--- src/rtl/fp_accum_pkg.sv ---
// Shared FP32 constants, FSM state type and an operand-loading helper for
// the fp_accum block and its combinational adder.
package fp_accum_pkg;

  localparam int DATA_WIDTH = 32;
  localparam int EXP_WIDTH  = 8;
  localparam int MANT_WIDTH = 23;
  localparam int BIAS       = 127;
  // Biased exponent value reserved for Inf/NaN.
  localparam int EXP_MAX    = 2 * BIAS + 1;

  localparam logic [31:0] QNAN      = 32'h7FC0_0000;
  localparam logic [15:0] COUNT_MAX = 16'hFFFF;

  typedef enum logic {
    ST_IDLE = 1'b0,
    ST_RUN  = 1'b1
  } state_t;

  // First element of a vector: denormals flush to signed zero, NaNs
  // become the canonical quiet NaN, everything else passes through.
  function automatic logic [31:0] fp_load(input logic [31:0] x);
    logic [31:0] r;
    r = x;
    if (x[30:23] == 8'h00) begin
      r = {x[31], 31'b0};
    end else if ((x[30:23] == 8'hFF) && (x[22:0] != 23'b0)) begin
      r = QNAN;
    end
    return r;
  endfunction

endpackage

--- src/rtl/fp_add_comb.sv ---
// Single-cycle combinational FP32 adder: flush-to-zero, RNE rounding over
// the aligned significand with guard/round/sticky, canonical NaN.
module fp_add_comb
  import fp_accum_pkg::*;
(
  input  logic [DATA_WIDTH-1:0] a,
  input  logic [DATA_WIDTH-1:0] b,
  output logic [DATA_WIDTH-1:0] sum
);

  // hidden bit + mantissa + guard, round, sticky
  localparam int SW = MANT_WIDTH + 4;
  localparam logic signed [9:0] EXP_LIM = 10'(EXP_MAX);

  logic                 sa, sb, a_zero, b_zero, a_nan, b_nan, a_inf, b_inf;
  logic [EXP_WIDTH-1:0] ea, eb, e_big, e_sml, e_diff;
  logic [MANT_WIDTH-1:0] ma, mb, m_big, m_sml;
  logic                 s_big, eff_sub, rnd_up;
  logic [4:0]           sh, lz;
  logic [SW-1:0]        sig_big, sig_sml, sig_aln, norm;
  logic [2*SW-1:0]      aln_wide;
  logic [SW:0]          raw;
  logic signed [9:0]    e_norm, e_fin;
  logic [24:0]          mant_rnd;
  logic [31:0]          finite_sum;

  // Align, add/subtract, normalise and round the two normal operands.
  always_comb begin
    sa = a[31]; ea = a[30:23]; ma = a[22:0];
    sb = b[31]; eb = b[30:23]; mb = b[22:0];
    a_zero = (ea == 8'h00);
    b_zero = (eb == 8'h00);
    a_nan  = (ea == 8'hFF) && (ma != 23'b0);
    b_nan  = (eb == 8'hFF) && (mb != 23'b0);
    a_inf  = (ea == 8'hFF) && (ma == 23'b0);
    b_inf  = (eb == 8'hFF) && (mb == 23'b0);

    // Larger magnitude operand goes on the "big" side.
    if ({ea, ma} < {eb, mb}) begin
      s_big = sb; e_big = eb; m_big = mb; e_sml = ea; m_sml = ma;
    end else begin
      s_big = sa; e_big = ea; m_big = ma; e_sml = eb; m_sml = mb;
    end
    eff_sub = (sa != sb);

    sig_big = {1'b1, m_big, 3'b000};
    sig_sml = {1'b1, m_sml, 3'b000};
    e_diff  = e_big - e_sml;
    sh      = (e_diff > 8'd27) ? 5'd27 : e_diff[4:0];
    // Bits shifted below the sticky position are OR-ed into it.
    aln_wide = {sig_sml, {SW{1'b0}}} >> sh;
    sig_aln  = aln_wide[2*SW-1:SW] | {{(SW-1){1'b0}}, |aln_wide[SW-1:0]};

    raw = eff_sub ? ({1'b0, sig_big} - {1'b0, sig_aln})
                  : ({1'b0, sig_big} + {1'b0, sig_aln});

    lz = 5'd0;
    for (int i = 0; i < SW; i++) begin
      if (raw[i]) lz = 5'(SW - 1 - i);
    end

    if (raw[SW]) begin
      norm   = {raw[SW:2], raw[1] | raw[0]};
      e_norm = $signed({2'b00, e_big}) + 10'sd1;
    end else begin
      norm   = raw[SW-1:0] << lz;
      e_norm = $signed({2'b00, e_big}) - $signed({5'b00000, lz});
    end

    rnd_up   = norm[2] & (norm[1] | norm[0] | norm[3]);
    mant_rnd = {1'b0, norm[SW-1:3]} + {24'b0, rnd_up};
    e_fin    = e_norm + (mant_rnd[24] ? 10'sd1 : 10'sd0);

    if (raw == '0) begin
      finite_sum = 32'h0000_0000;
    end else if (e_norm <= 10'sd0) begin
      finite_sum = {s_big, 31'b0};
    end else if (e_fin >= EXP_LIM) begin
      finite_sum = {s_big, 8'hFF, 23'b0};
    end else begin
      finite_sum = {s_big, e_fin[7:0],
                    mant_rnd[24] ? mant_rnd[23:1] : mant_rnd[22:0]};
    end
  end

  // Special-operand priority: NaN, Inf, zeros, then the finite path.
  always_comb begin
    if (a_nan || b_nan || (a_inf && b_inf && (sa != sb))) begin
      sum = QNAN;
    end else if (a_inf) begin
      sum = a;
    end else if (b_inf) begin
      sum = b;
    end else if (a_zero && b_zero) begin
      sum = {sa & sb, 31'b0};
    end else if (a_zero) begin
      sum = b;
    end else if (b_zero) begin
      sum = a;
    end else begin
      sum = finite_sum;
    end
  end

endmodule

--- src/rtl/fp_accum.sv ---
// Streaming FP32 vector accumulator: sums in_data elements until in_last,
// then pulses acc_valid with the sum and element count.
//
// Handshake: in_valid qualifies in_data/in_last every cycle; there is no
// ready, the block accepts every valid beat. acc_valid is a one-cycle pulse
// with no backpressure; acc_result/acc_count hold until the next pulse.
module fp_accum
  import fp_accum_pkg::*;
#(
  parameter int DATA_WIDTH = fp_accum_pkg::DATA_WIDTH
) (
  input  logic                  clk,
  input  logic                  rst,
  input  logic [DATA_WIDTH-1:0] in_data,
  input  logic                  in_valid,
  input  logic                  in_last,
  output logic [DATA_WIDTH-1:0] acc_result,
  output logic                  acc_valid,
  output logic [15:0]           acc_count,
  output logic                  busy,
  output logic                  dbg_state
);

  if (DATA_WIDTH != 32) begin : g_width_check
    $fatal(1, "fp_accum: DATA_WIDTH must be 32");
  end

  state_t                  state, state_nxt;
  logic [DATA_WIDTH-1:0]   acc, acc_nxt, add_sum, load_val;
  logic [15:0]             cnt, cnt_nxt;

  fp_add_comb u_add (
    .a   (acc),
    .b   (in_data),
    .sum (add_sum)
  );

  // State register.
  always_ff @(posedge clk or posedge rst) begin
    if (rst) state <= ST_IDLE;
    else     state <= state_nxt;
  end

  // Next state: open on a non-last beat, close on a last beat.
  always_comb begin
    state_nxt = state;
    if (in_valid) state_nxt = in_last ? ST_IDLE : ST_RUN;
  end

  // FSM outputs.
  always_comb begin
    busy      = (state == ST_RUN);
    dbg_state = state;
  end

  // Next accumulator/count: load on the first element, add afterwards.
  always_comb begin
    load_val = fp_load(in_data);
    if (state == ST_IDLE) begin
      acc_nxt = load_val;
      cnt_nxt = 16'd1;
    end else begin
      acc_nxt = add_sum;
      cnt_nxt = (cnt == COUNT_MAX) ? COUNT_MAX : cnt + 16'd1;
    end
  end

  // Accumulator datapath and result capture on the closing element.
  always_ff @(posedge clk or posedge rst) begin
    if (rst) begin
      acc        <= '0;
      cnt        <= '0;
      acc_result <= '0;
      acc_count  <= '0;
      acc_valid  <= 1'b0;
    end else begin
      acc_valid <= 1'b0;
      if (in_valid) begin
        acc <= acc_nxt;
        cnt <= cnt_nxt;
        if (in_last) begin
          acc_result <= acc_nxt;
          acc_count  <= cnt_nxt;
          acc_valid  <= 1'b1;
        end
      end
    end
  end

endmodule

--- config.mk ---
export PLATFORM = sky130hd
export DESIGN_NAME = fp_accum
export DESIGN_NICKNAME = d
export VERILOG_FILES = /design/src/rtl/fp_accum_pkg.sv /design/src/rtl/fp_add_comb.sv /design/src/rtl/fp_accum.sv
export SDC_FILE = /design/constraint.sdc
export NUM_CORES = 1
export LEC_CHECK = 0
export ABC_AREA = 1
export CORE_ASPECT_RATIO = 0.9
export CORE_MARGIN = 2
export CORE_UTILIZATION = 45
export CTS_BUF_LIST = sky130_fd_sc_hd__clkbuf_4 sky130_fd_sc_hd__clkbuf_8 sky130_fd_sc_hd__clkbuf_16
export CTS_CLUSTER_DIAMETER = 200
export CTS_CLUSTER_SIZE = 10
export DETAILED_ROUTE_END_ITERATION = 7
export DONT_BUFFER_PORTS = 1
export PLACE_DENSITY = 0.7
export SYNTH_ARGS = -nofsm -noshare
export SYNTH_HDL_FRONTEND = slang
export SYNTH_SLANG_ARGS = --single-unit
--- constraint.sdc ---
create_clock -name clk -period 19.9 [get_ports clk]
set_input_delay 2.985 -clock clk [delete_from_list [all_inputs] [get_ports clk]]
set_output_delay 2.985 -clock clk [all_outputs]
set_load 0.01 [all_outputs]
-- After elaboration in Yosys (flattened, before gate mapping)
Index checks and enable logic that the tools add are counted.
W data, S select, Z words.
- $add $sub $neg: 8
- $lt $le $gt $ge: 4
- eq/ne operators: 4
- shifts and indexed selects: 2
- multiplexer cells: 55
- bitwise gates (word level): 6
- reduce and logical (&&, ||, !) cells: 18
- operators with widths (cell ; count):
    $mux W32 ; 10
    $mux W5 ; 28
    $mux W23 ; 3
    $mux W31 ; 2
    $shr A54 B5 Y54 ; 1
    $logic_not A23 Y1 ; 2
    $reduce_bool A23 Y1 ; 2
    $mux W16 ; 2
    $lt A31 B31 Y1 ; 1
    $add A27 B27 Y28 ; 1
    $logic_not A28 Y1 ; 1
    $mux W28 ; 1
    $sub A27 B27 Y28 ; 1
    $mux W27 ; 1
    $or A27 B1 Y27 ; 1
    $reduce_or A27 Y1 ; 1
    $shl A27 B5 Y27 ; 1
    $add A24 B1 Y25 ; 1
    $add A16 B1 Y16 const B ; 1
    $eq A16 B16 Y1 const B ; 1
    $eq A8 B8 Y1 const B ; 2
    $logic_not A8 Y1 ; 2
    $mux W8 ; 2
    $add A10 B10 Y10 ; 1
    other kinds (14) ; 28
- flip-flop bits (word level): 98
- output and inout port bits: 51
- logic and storage cells: 103

-- Depth between registers and ports, before layout
Gate-level depths: netlist (run 1).
- depth after elaboration: 56
- mapped depth: 102
- gate-level depth less buffers: 99

-- Cells and area by module
A second synthesis (run 1) with hierarchy kept.
- cells, all modules: 2857
- area, all modules: 16443.3 um^2
- modules (own cells, without submodules) (module ; instances ; cells each ; area an instance (um^2) ; sequential area each (um^2)):
    fp_add_comb ; 1 ; 2223 ; 11639.9 ; 0.0
    fp_accum ; 1 ; 634 ; 4803.4 ; 2452.4

-- Least setup slack after synthesis (run 1)
No wires, ideal clock.
- path type: input to register
- start point: input port in_data[27]
- end point: register acc[26]
- data arrival time: 12918 ps
- path slack: 6848 ps
- stages on the path: 87
- buffers on the path: 3
- cells stage by stage: inv_1 ha_1 nand2_1 nor2_1 nand2_1 nor2_2 nand2_1 nor2_1 nand2_2 nand2_2 buf_6 nand2_2 nand3_2 ha_1 inv_1 nand2_1 nand2_1 nand2_1 [... 51 more ...] ha_1 nand3_1 nor2_1 nand2_1 xor2_1 inv_1 nand4_1 o211ai_1 nand2_1 inv_1 o21ai_0 o211ai_1 o21ai_0 nand3_1 o21ai_0 o21ai_0 nand2_1 o21ai_0
- longest elaborated chain between the ends: 56
- elaborated cells on any way between the ends: 77
- those cells by class: 7 x add/sub; 4 x order compare; 1 x eq/ne; 2 x shift; 48 x mux; 5 x bitwise; 10 x reduce/logical
- ends and longest elaborated chain (element ; RTL line ; RTL):
    start, declared ; fp_accum.sv:14 ; input logic [DATA_WIDTH-1:0] in_data,
    $lt A31 B31 Y1 ; fp_add_comb.sv:39 ; if ({ea, ma} < {eb, mb}) begin
    $mux W8 ; fp_add_comb.sv:39 ;
    $sub A8 B8 Y8 ; fp_add_comb.sv:48 ; e_diff = e_big - e_sml;
    $gt A8 B5 Y1 ; fp_add_comb.sv:49 ; sh = (e_diff > 8'd27) ? 5'd27 : e_diff[4:0];
    $mux W5 ; fp_add_comb.sv:49 ;
    $shr A54 B5 Y54 ; fp_add_comb.sv:51 ; aln_wide = {sig_sml, {SW{1'b0}}} >> sh;
    $reduce_or A27 Y1 ; fp_add_comb.sv:52 ; sig_aln = aln_wide[2*SW-1:SW] | {{(SW-1){1'b0}}, |aln_wide[SW-1:0]};
    $or A27 B1 Y27 ; fp_add_comb.sv:52 ;
    [... 40 more ...] ; -- ;
    $mux W32 ; fp_add_comb.sv:74 ; if (raw == '0) begin
    $mux W32 ; fp_add_comb.sv:98 ; end else if (b_zero) begin
    $mux W32 ; fp_add_comb.sv:96 ; end else if (a_zero) begin
    $mux W32 ; fp_add_comb.sv:94 ; end else if (a_zero && b_zero) begin
    $mux W32 ; fp_add_comb.sv:92 ; end else if (b_inf) begin
    $mux W32 ; fp_add_comb.sv:90 ; end else if (a_inf) begin
    $mux W32 ; fp_add_comb.sv:88 ; if (a_nan || b_nan || (a_inf && b_inf && (sa != sb))) begin
    $mux W32 * ; fp_accum.sv:59 ; if (state == ST_IDLE) begin
    end signal, assigned ; fp_accum.sv:79 ; acc <= acc_nxt;
    end, declared ; fp_accum.sv:29 ; logic [DATA_WIDTH-1:0] acc, acc_nxt, add_sum, load_val;
Mark *: on every way between the ends. The rest lies on a longest branch, timed or not.
A chain may end at the register's enable or synchronous reset.

-- Worst setup path after layout (run 1)
- start point: input port in_data[23]
- end point: register acc_result[8]
- longest elaborated chain between the ends: 56
- elaborated cells on any way between the ends: 78
- those cells by class: 7 x add/sub; 4 x order compare; 1 x eq/ne; 2 x shift; 49 x mux; 5 x bitwise; 10 x reduce/logical
- ends and longest elaborated chain (element ; RTL line ; RTL):
    $lt A31 B31 Y1 ; fp_add_comb.sv:39 ;
    $mux W8 ; fp_add_comb.sv:39 ;
    $sub A8 B8 Y8 ; fp_add_comb.sv:48 ;
    $gt A8 B5 Y1 ; fp_add_comb.sv:49 ;
    $mux W5 ; fp_add_comb.sv:49 ;
    $shr A54 B5 Y54 ; fp_add_comb.sv:51 ;
    $reduce_or A27 Y1 ; fp_add_comb.sv:52 ;
    $or A27 B1 Y27 ; fp_add_comb.sv:52 ;
    [... 40 more ...] ; -- ;
    $mux W32 ; fp_add_comb.sv:74 ;
    $mux W32 ; fp_add_comb.sv:98 ;
    $mux W32 ; fp_add_comb.sv:96 ;
    $mux W32 ; fp_add_comb.sv:94 ;
    $mux W32 ; fp_add_comb.sv:92 ;
    $mux W32 ; fp_add_comb.sv:90 ;
    $mux W32 ; fp_add_comb.sv:88 ;
    $mux W32 * ; fp_accum.sv:59 ;
    end signal, assigned ; fp_accum.sv:82 ; acc_result <= acc_nxt;
    end, declared ; fp_accum.sv:17 ; output logic [DATA_WIDTH-1:0] acc_result,
Marks and branches as above.

==> results of run 1 <==
[worst max path at each step]
stage,start,end,depth (start not counted)
floorplan,in_data[27],acc[26],87
global placement,in_data[23],acc_result[12],84
detailed placement,in_data[23],acc_result[8],85
CTS,in_data[23],acc_result[8],85
global route,in_data[23],acc_result[8],85
finish,in_data[23],acc_result[8],85
[sequential cells by signal, summed over array words and instances, names as in the netlist]
signal / count
acc: 32
acc_count: 16
acc_result: 32
acc_valid: 1
busy: 1
cnt: 16
[cells by family (layout without fill, tap and decap cells)]
group | count (synthesis) | count (layout) | share of synthesized area
AND/OR/NAND/NOR | 1682 | 1682 | 0.485
buffers and inverters | 411 | 333 | 0.110
AO/OA/AOI/OAI | 374 | 374 | 0.139
flip-flops | 98 | 98 | 0.161
adder cells (fa/ha/maj) | 95 | 95 | 0.0791
XOR/XNOR | 42 | 42 | 0.0257
[stage by stage]
step	cells	hold WS (ns)	setup slack (ns)	util	area, um^2
floorplan	2702	0.474	6.85	-	15200
global placement	3030	0.493	3.35	0.463	15300
detailed placement	3030	0.504	2.84	0.463	15300
CTS	3046	0.522	3.19	0.473	15700
global route	3046	0.564	1.21	0.473	15700
finish	3046	0.530	2.85	0.473	15700
[layout make-up]
cell class,count,area [um^2]
Inverter,302,1150
Multi-Input combinational cell,2193,11100
Clock inverter,7,98.8
Tap cell,422,528
Sequential cell,98,2450
Clock buffer,9,225
Fill cell,3589,17500
Timing Repair Buffer,15,113
[metal layers]
layer	wire length, um	part of all wire	global-route usage
met1	24700	0.44	0.448
met2	24100	0.43	0.488
met3	5480	0.098	0.0456
met4	1450	0.026	0.0927
met5	0	0	0
[cell usage in the layout (no fill, tap or decap), drive strengths merged, types with 2 or more instances in the layout]
master | synthesis | final
nand3 | 405 | 405
o31ai | 7 | 7
fa | 2 | 2
clkbuf | 54 | 9
inv | 292 | 295
ha | 93 | 93
xor2 | 32 | 32
a22oi | 4 | 4
a211oi | 2 | 2
o21bai | 7 | 7
buf | 55 | 15
clkinv | 10 | 12
and2 | 3 | 3
nor2 | 175 | 175
a31oi | 11 | 11
a21oi | 121 | 121
a21o | 3 | 3
dfrtp | 98 | 98
o21ai | 187 | 187
xnor2 | 10 | 10
or2 | 4 | 4
o211ai | 11 | 11
nor3 | 16 | 16
nand4 | 70 | 70
o221ai | 5 | 5
nand3b | 3 | 3
nand2 | 992 | 992
o21a | 2 | 2
nor4 | 11 | 11
o22ai | 8 | 8
[worst max-delay path: cells and delay by family]
| family | cells | cell delay [ns] |
|---|---|---|
| simple gates | 50 | 7.11 |
| compound gates | 15 | 2.76 |
| buf+inv | 12 | 1.97 |
| fa+ha+maj | 6 | 1.94 |
| xor+xnor | 2 | 0.48 |
==> impl_metrics.ini, run 1 <==
[yosys]
yosysSeqAreaShare = 0.161
syn_inst = 2702
synth_area_leaders = nand2_1 24%, dfrtp_1 16%, nand3_1 13%, ha_1 7.7%, inv_1 6.6%
synth.avg_cell_area_um2 = 5.63
yosysTopAreaCell = nand2_1
synth_edf_count = 0
ys_warn_count = 0
synthArstFlopShare = 1.00
synth_ff_type = dfrtp_1
synthesis.nets = 2833
yosysUniqueCellTypes = 64
ys_ff_latch = 98
mappedNetlistArea_um2 = 15200
yosysTopAreaCellShare = 0.239
yosys-top-cells-count = 970 x nand2_1, 396 x nand3_1, 269 x inv_1
synth_most_common_cell = nand2_1

[global_route]
grt_pass1_wl_mm = 88.0
grt_max_degree = 112
grt_pass1_vias = 16098
antenna_found_initial = 0
grt-ovfl-total = 0
grt.total_usage = 0.314

[floorplan]
design.core.area_um2 = 33100
initial_core_util = 0.459
die_w_um = 198
die_y_um = 178
rows = 63
io_pins = 87
dieArea_um2 = 35300

[clock_tree]
htree_levels = 3
clkLatencyLatePin_ns = 0.36
clockBufferDepth = 2
clkSinkCount = 98
clk_pin_slew_ns = 0.07
root_buffer = clkbuf_16
cts_resized = 0
cts_tree = done
ctsHoldBuffers = 0
post_cts_buffers = 0
cts_made_buffers = 9

[worst_setup_path]
crit_path_top_delay_cell = ha_1
start_kind = input port
crit_type = in2reg
endpoint_kind = flip-flop
arrival_ns = 17.34
crit_required_ns = 20.20
worstReg2RegStart = acc[23]
worst_path_most_repeated_cell = nand2_1
cpPeakStageDelay_ns = 0.81
r2r-end = acc_result[8]
reg2regPathDepth = 84
rrSetupSlack_ns = 5.05
crit_fanout = 111

[worst_hold_path]
hold_path_class = reg2reg
min_from = cnt[12]
min_to = cnt[12]
holdPathStages = 2

[timing]
slew_viol_final = 0
post-route-min-period_ns = 17.05
setup_violations = 0
fmax_ghz = 0.0587
relSlewSlack = 0.212
worst_pin_slew_ns = 1.18
fin_tns_setup_ns = 0
hold_violations = 0
fin_skew_ns = 0.00667
rsz0062_at_grt = no
fin_crit_sh = 0.857

[place]
port_buffers = 0
dp_hpwl_mm = 44.3
place_congestion = 1.02

[routing]
vias = 17785
drcViolationCount = 0
wl_per_cell_um = 18.3
wl_mm = 55.7
ant_nets = 0
drtIter0Drc = 2358
drtPass1Iterations = 8
via_per_inst = 5.84

[finish]
nets = 2750
area_delta_synth_final_pct = 2.90
antenna_cells = 0
layout-drive-gt1-share = 0.0534

[run_status]
status = completed

[run]
drv_cap = 0
Power of run 1 is left out: the tool's default activity adds up to more than one toggle a clock period on the data nets, which glitch-free logic cannot reach.
==> run 2: changes to the inputs <==
clock period = 18.3 ns   (was 19.9 ns; I/O delays follow)
==> run 2 against run 1 <==
  * The flow now finishes with violations (design-rule violations)
  * Sequential cell count stayed put
  * Clock skew is 0.0023 ns higher
  * Die area stayed put
  * Cell count hardly changed
  * First-iteration DRC count is 9.3% lower
  * Routed wire length is 0.86% higher
==> impl_metrics.ini, run 2 (same netlist as run 1, synthesis figures left out) <==
[global_route]
antenna_found_initial = 0
grt_max_degree = 96
grt.total_usage = 0.318
grt-ovfl-total = 0
grt_pass1_vias = 16262
grt_pass1_wl_mm = 88.8

[timing]
timing.hold.ws_ns = 0.517
slew_viol_final = 0
rsz0062_at_grt = no
relSlewSlack = 0.204
fmax_ghz = 0.0616
worst_pin_slew_ns = 1.19
fin_tns_setup_ns = 0
hold_violations = 0
fin_crit_sh = 0.887
post-route-min-period_ns = 16.24
setup_slack_ns = 2.06
fin_skew_ns = 0.00897
setup_violations = 0

[worst_hold_path]
holdPathStages = 2
hold_path_class = reg2reg
min_from = cnt[12]
min_to = cnt[12]

[worst_setup_path]
crit_fanout = 36
start_kind = input port
crit_start = in_data[23]
worstReg2RegStart = acc[23]
crit_path_top_delay_cell = ha_1
reg2regPathDepth = 81
arrival_ns = 16.47
crit_buf_inv = 12
rrSetupSlack_ns = 4.00
crit_type = in2reg
cpPeakStageDelay_ns = 0.84
crit_family = simple AND/OR/NAND/NOR gates
endpoint_kind = flip-flop
r2r-end = acc[26]
crit_required_ns = 18.53
worst_path_most_repeated_cell = nand2_1

[clock_tree]
cts_tree = done
htree_levels = 3
clockBufferDepth = 2
root_buffer = clkbuf_16
clkSinkCount = 98
clk_pin_slew_ns = 0.07
ctsHoldBuffers = 0
clkLatencyLatePin_ns = 0.36
cts_made_buffers = 9
cts_resized = 0
post_cts_buffers = 0

[finish]
largest_registers = acc: 32 flops, acc_result: 32 flops
fillers = 3582
antenna_cells = 0
finish.utilization = 0.473
nets = 2749
final_common_cell = nand2_1
layout_common_cells = 969 x nand2_1, 396 x nand3_1, 268 x inv_1
area_delta_synth_final_pct = 2.91
layout-drive-gt1-share = 0.0530

[floorplan]
die_w_um = 198
io_pins = 87
initial_core_util = 0.459
dieArea_um2 = 35300
die_y_um = 178
rows = 63
design.core.area_um2 = 33100

[routing]
wl_per_cell_um = 18.4
wl_mm = 56.2
drcViolationCount = 27
drtPass1Iterations = 8
drtIter0Drc = 2139
via_per_inst = 5.88
vias = 17892
ant_nets = 0

[run]
drv_cap = 0

[place]
place_ws_ns = 2.04
dp_hpwl_mm = 44.8
port_buffers = 0
place_congestion = 1.04

[run_status]
status = finished, violations left
violations = design-rule violations
[run 2: cell types whose count changed in the layout (fill, tap and decap cells not counted), sizes merged]
cell | before | now
inv | 295 | 293
buf | 15 | 14
bufinv | 1 | 2
clkbuf | 9 | 10
[run 2: worst register-to-register path: cells and delay by family (launching register included)]
| kind | cells | cell delay, ns |
|---|---|---|
| flops | 1 | 0.47 |
| xor+xnor | 2 | 0.48 |
| simple gates | 41 | 5.46 |
| fa+ha+maj | 6 | 1.99 |
| compound gates | 21 | 3.60 |
| buf+inv | 11 | 2.17 |
[run 2: stage by stage]
step / cell area [um^2] / instances
detailed placement: 15300 / 3029
finish: 15700 / 3045
CTS: 15700 / 3045
global route: 15700 / 3045
floorplan: 15200 / 2702
global placement: 15300 / 3029
[run 2: layout make-up]
cell class | count | area [um^2] | share of cell area
multi-input combinational | 2193 | 11100 | 0.708
sequential | 98 | 2450 | 0.157
inverter | 302 | 1150 | 0.0732
tap | 422 | 528 | 0.0337
clock buffer | 10 | 233 | 0.0149
timing repair buffer | 14 | 105 | 0.00671
clock inverter | 6 | 101 | 0.00647
[run 2: layer usage]
metal / routed length [um] / share of wire / GRT usage
met2: 23800 / 0.42 / 0.489
met5: 0 / 0 / 0
met3: 5580 / 0.099 / 0.0509
met4: 2050 / 0.037 / 0.121
met1: 24700 / 0.44 / 0.445
[run 2: worst max path at each step]
stage                endpoint  slack, ns  depth (start not counted)
2_1_floorplan         acc[26]       5.49                         87
3_3_place_gp   acc_result[26]       2.41                         81
3_5_place_dp          acc[26]       2.04                         82
4_1_cts               acc[26]       2.39                         82
5_1_grt               acc[30]       0.64                         82
6_report              acc[26]       2.06                         82
Power of run 2 is left out for the same reason.
==> run 3: changes to the inputs <==
PLACE_DENSITY = 0.66   (was 0.7)
==> run 3 against run 2 <==
  * Global-route usage down 0.15 points
  * Cell area up 0.18%
  * Register-to-register slack worse by 0.39 ns
  * The run now ends clean
  * First-iteration DRC count up 11%
  * Critical endpoint unchanged
  * Largest cell class unchanged
  * Clock skew is 0.0015 ns higher
  * Critical path depth stayed put
  * Routed wire length is essentially flat
==> impl_metrics.ini, run 3 (same netlist as run 1, synthesis figures left out) <==
[run_status]
status = completed

[timing]
timing.hold.ws_ns = 0.524
post-route-min-period_ns = 16.65
fmax_ghz = 0.0601
rsz0062_at_grt = no
fin_tns_setup_ns = 0
setup_violations = 0
worst_pin_slew_ns = 1.23
fin_crit_sh = 0.910
hold_violations = 0
relSlewSlack = 0.178
slew_viol_final = 0
fin_skew_ns = 0.0105

[routing]
drtIter0Drc = 2375
dr_wl_met2_mm = 23.9
wl_mm = 56.2
via_per_inst = 5.85
wl_per_cell_um = 18.5
ant_nets = 0
dr_wl_met3_mm = 5.10
vias = 17821
top_layer = met4
drtPass1Iterations = 6
drcViolationCount = 0
met1_length_mm = 25.7

[worst_setup_path]
worstReg2RegStart = acc[23]
arrival_ns = 16.89
cpPeakStageDelay_ns = 0.82
crit_required_ns = 18.54
crit_family = simple AND/OR/NAND/NOR gates
reg2regPathDepth = 81
crit_fanout = 111
crit_buf_inv = 10
crit_type = in2reg
r2r-end = acc[26]
worst_path_most_repeated_cell = nand2_1
start_kind = input port
endpoint_kind = flip-flop
rrSetupSlack_ns = 3.61
crit_path_top_delay_cell = ha_1

[worst_hold_path]
hold_path_class = reg2reg
min_from = cnt[12]
holdPathStages = 2
min_to = cnt[12]

[clock_tree]
root_buffer = clkbuf_16
clkSinkCount = 98
clkLatencyLatePin_ns = 0.36
htree_levels = 3
ctsHoldBuffers = 0
clockBufferDepth = 2
clk_pin_slew_ns = 0.07
cts_resized = 0
cts_tree = done
post_cts_buffers = 0
cts_made_buffers = 9

[global_route]
grt_max_degree = 112
grt-ovfl-total = 0
grt_pass1_wl_mm = 88.1
grt.total_usage = 0.316
grt_pass1_vias = 15975
antenna_found_initial = 0

[finish]
nets = 2749
layout_common_cells = 969 x nand2_1, 396 x nand3_1, 268 x inv_1
layout-drive-gt1-share = 0.0530
area_delta_synth_final_pct = 3.10
antenna_cells = 0
largest_registers = acc: 32 flops, acc_result: 32 flops
final_common_cell = nand2_1

[floorplan]
rows = 63
io_pins = 87
die_y_um = 178
design.core.area_um2 = 33100
die_w_um = 198
initial_core_util = 0.459
dieArea_um2 = 35300

[place]
dp_hpwl_mm = 44.4
port_buffers = 0
place_congestion = 1.03

[run]
drv_cap = 0
==> run 3: cell count changes in the layout (fill, tap and decap cells not counted) <==
cell        previous run  this run
clkinvlp_4             1         0
nand2_2               21        20
clkinv_8               1         0
bufinv_16              2         3
clkinv_4               1         0
inv_8                  0         1
clkbuf_4               1         0
clkbuf_8               0         1
nand2_4                2         3
inv_6                  2         3
==> run 3: how the worst max path moves through the flow <==
stage / from / end / slack (ns) / cells past startpoint
6_report: in_data[23] / acc[26] / 1.65 / 82
5_1_grt: in_data[23] / acc[26] / 0.04 / 82
4_1_cts: in_data[23] / acc[26] / 1.98 / 82
3_5_place_dp: in_data[23] / acc[26] / 1.62 / 82
3_3_place_gp: in_data[23] / acc[26] / 2.03 / 81
2_1_floorplan: in_data[27] / acc[26] / 5.49 / 87
==> run 3: through the flow <==
step | setup slack [ns] | area [um^2] | util | cells
6_report | 1.65 | 15700 | 0.474 | 3045
3_3_place_gp | 2.03 | 15300 | 0.463 | 3029
2_1_floorplan | 5.49 | 15200 | - | 2702
3_5_place_dp | 1.62 | 15300 | 0.463 | 3029
5_1_grt | 0.0390 | 15700 | 0.474 | 3045
4_1_cts | 1.98 | 15700 | 0.474 | 3045
==> run 3: per-layer routing <==
layer	global-route usage	up-vias
met5	0	-
met4	0.0902	0
met3	0.0482	99
met2	0.489	810
met1	0.454	8239
li1	-	8673
==> run 3: worst min-delay path: stages (launching register included) <==
cell	delay (ns)
dfrtp_1	0.37
nand2_1	0.06
o21ai_0	0.06
==> run 3: final cells by class <==
cell class                 instances  area (um^2)
sequential                        98         2450
inverter                         302         1150
multi-input combinational       2193        11100
clock buffer                      10          239
timing repair buffer              14          105
tap                              422          528
clock inverter                     6          119
fill                            3659        17400
Power of run 3 is left out for the same reason.
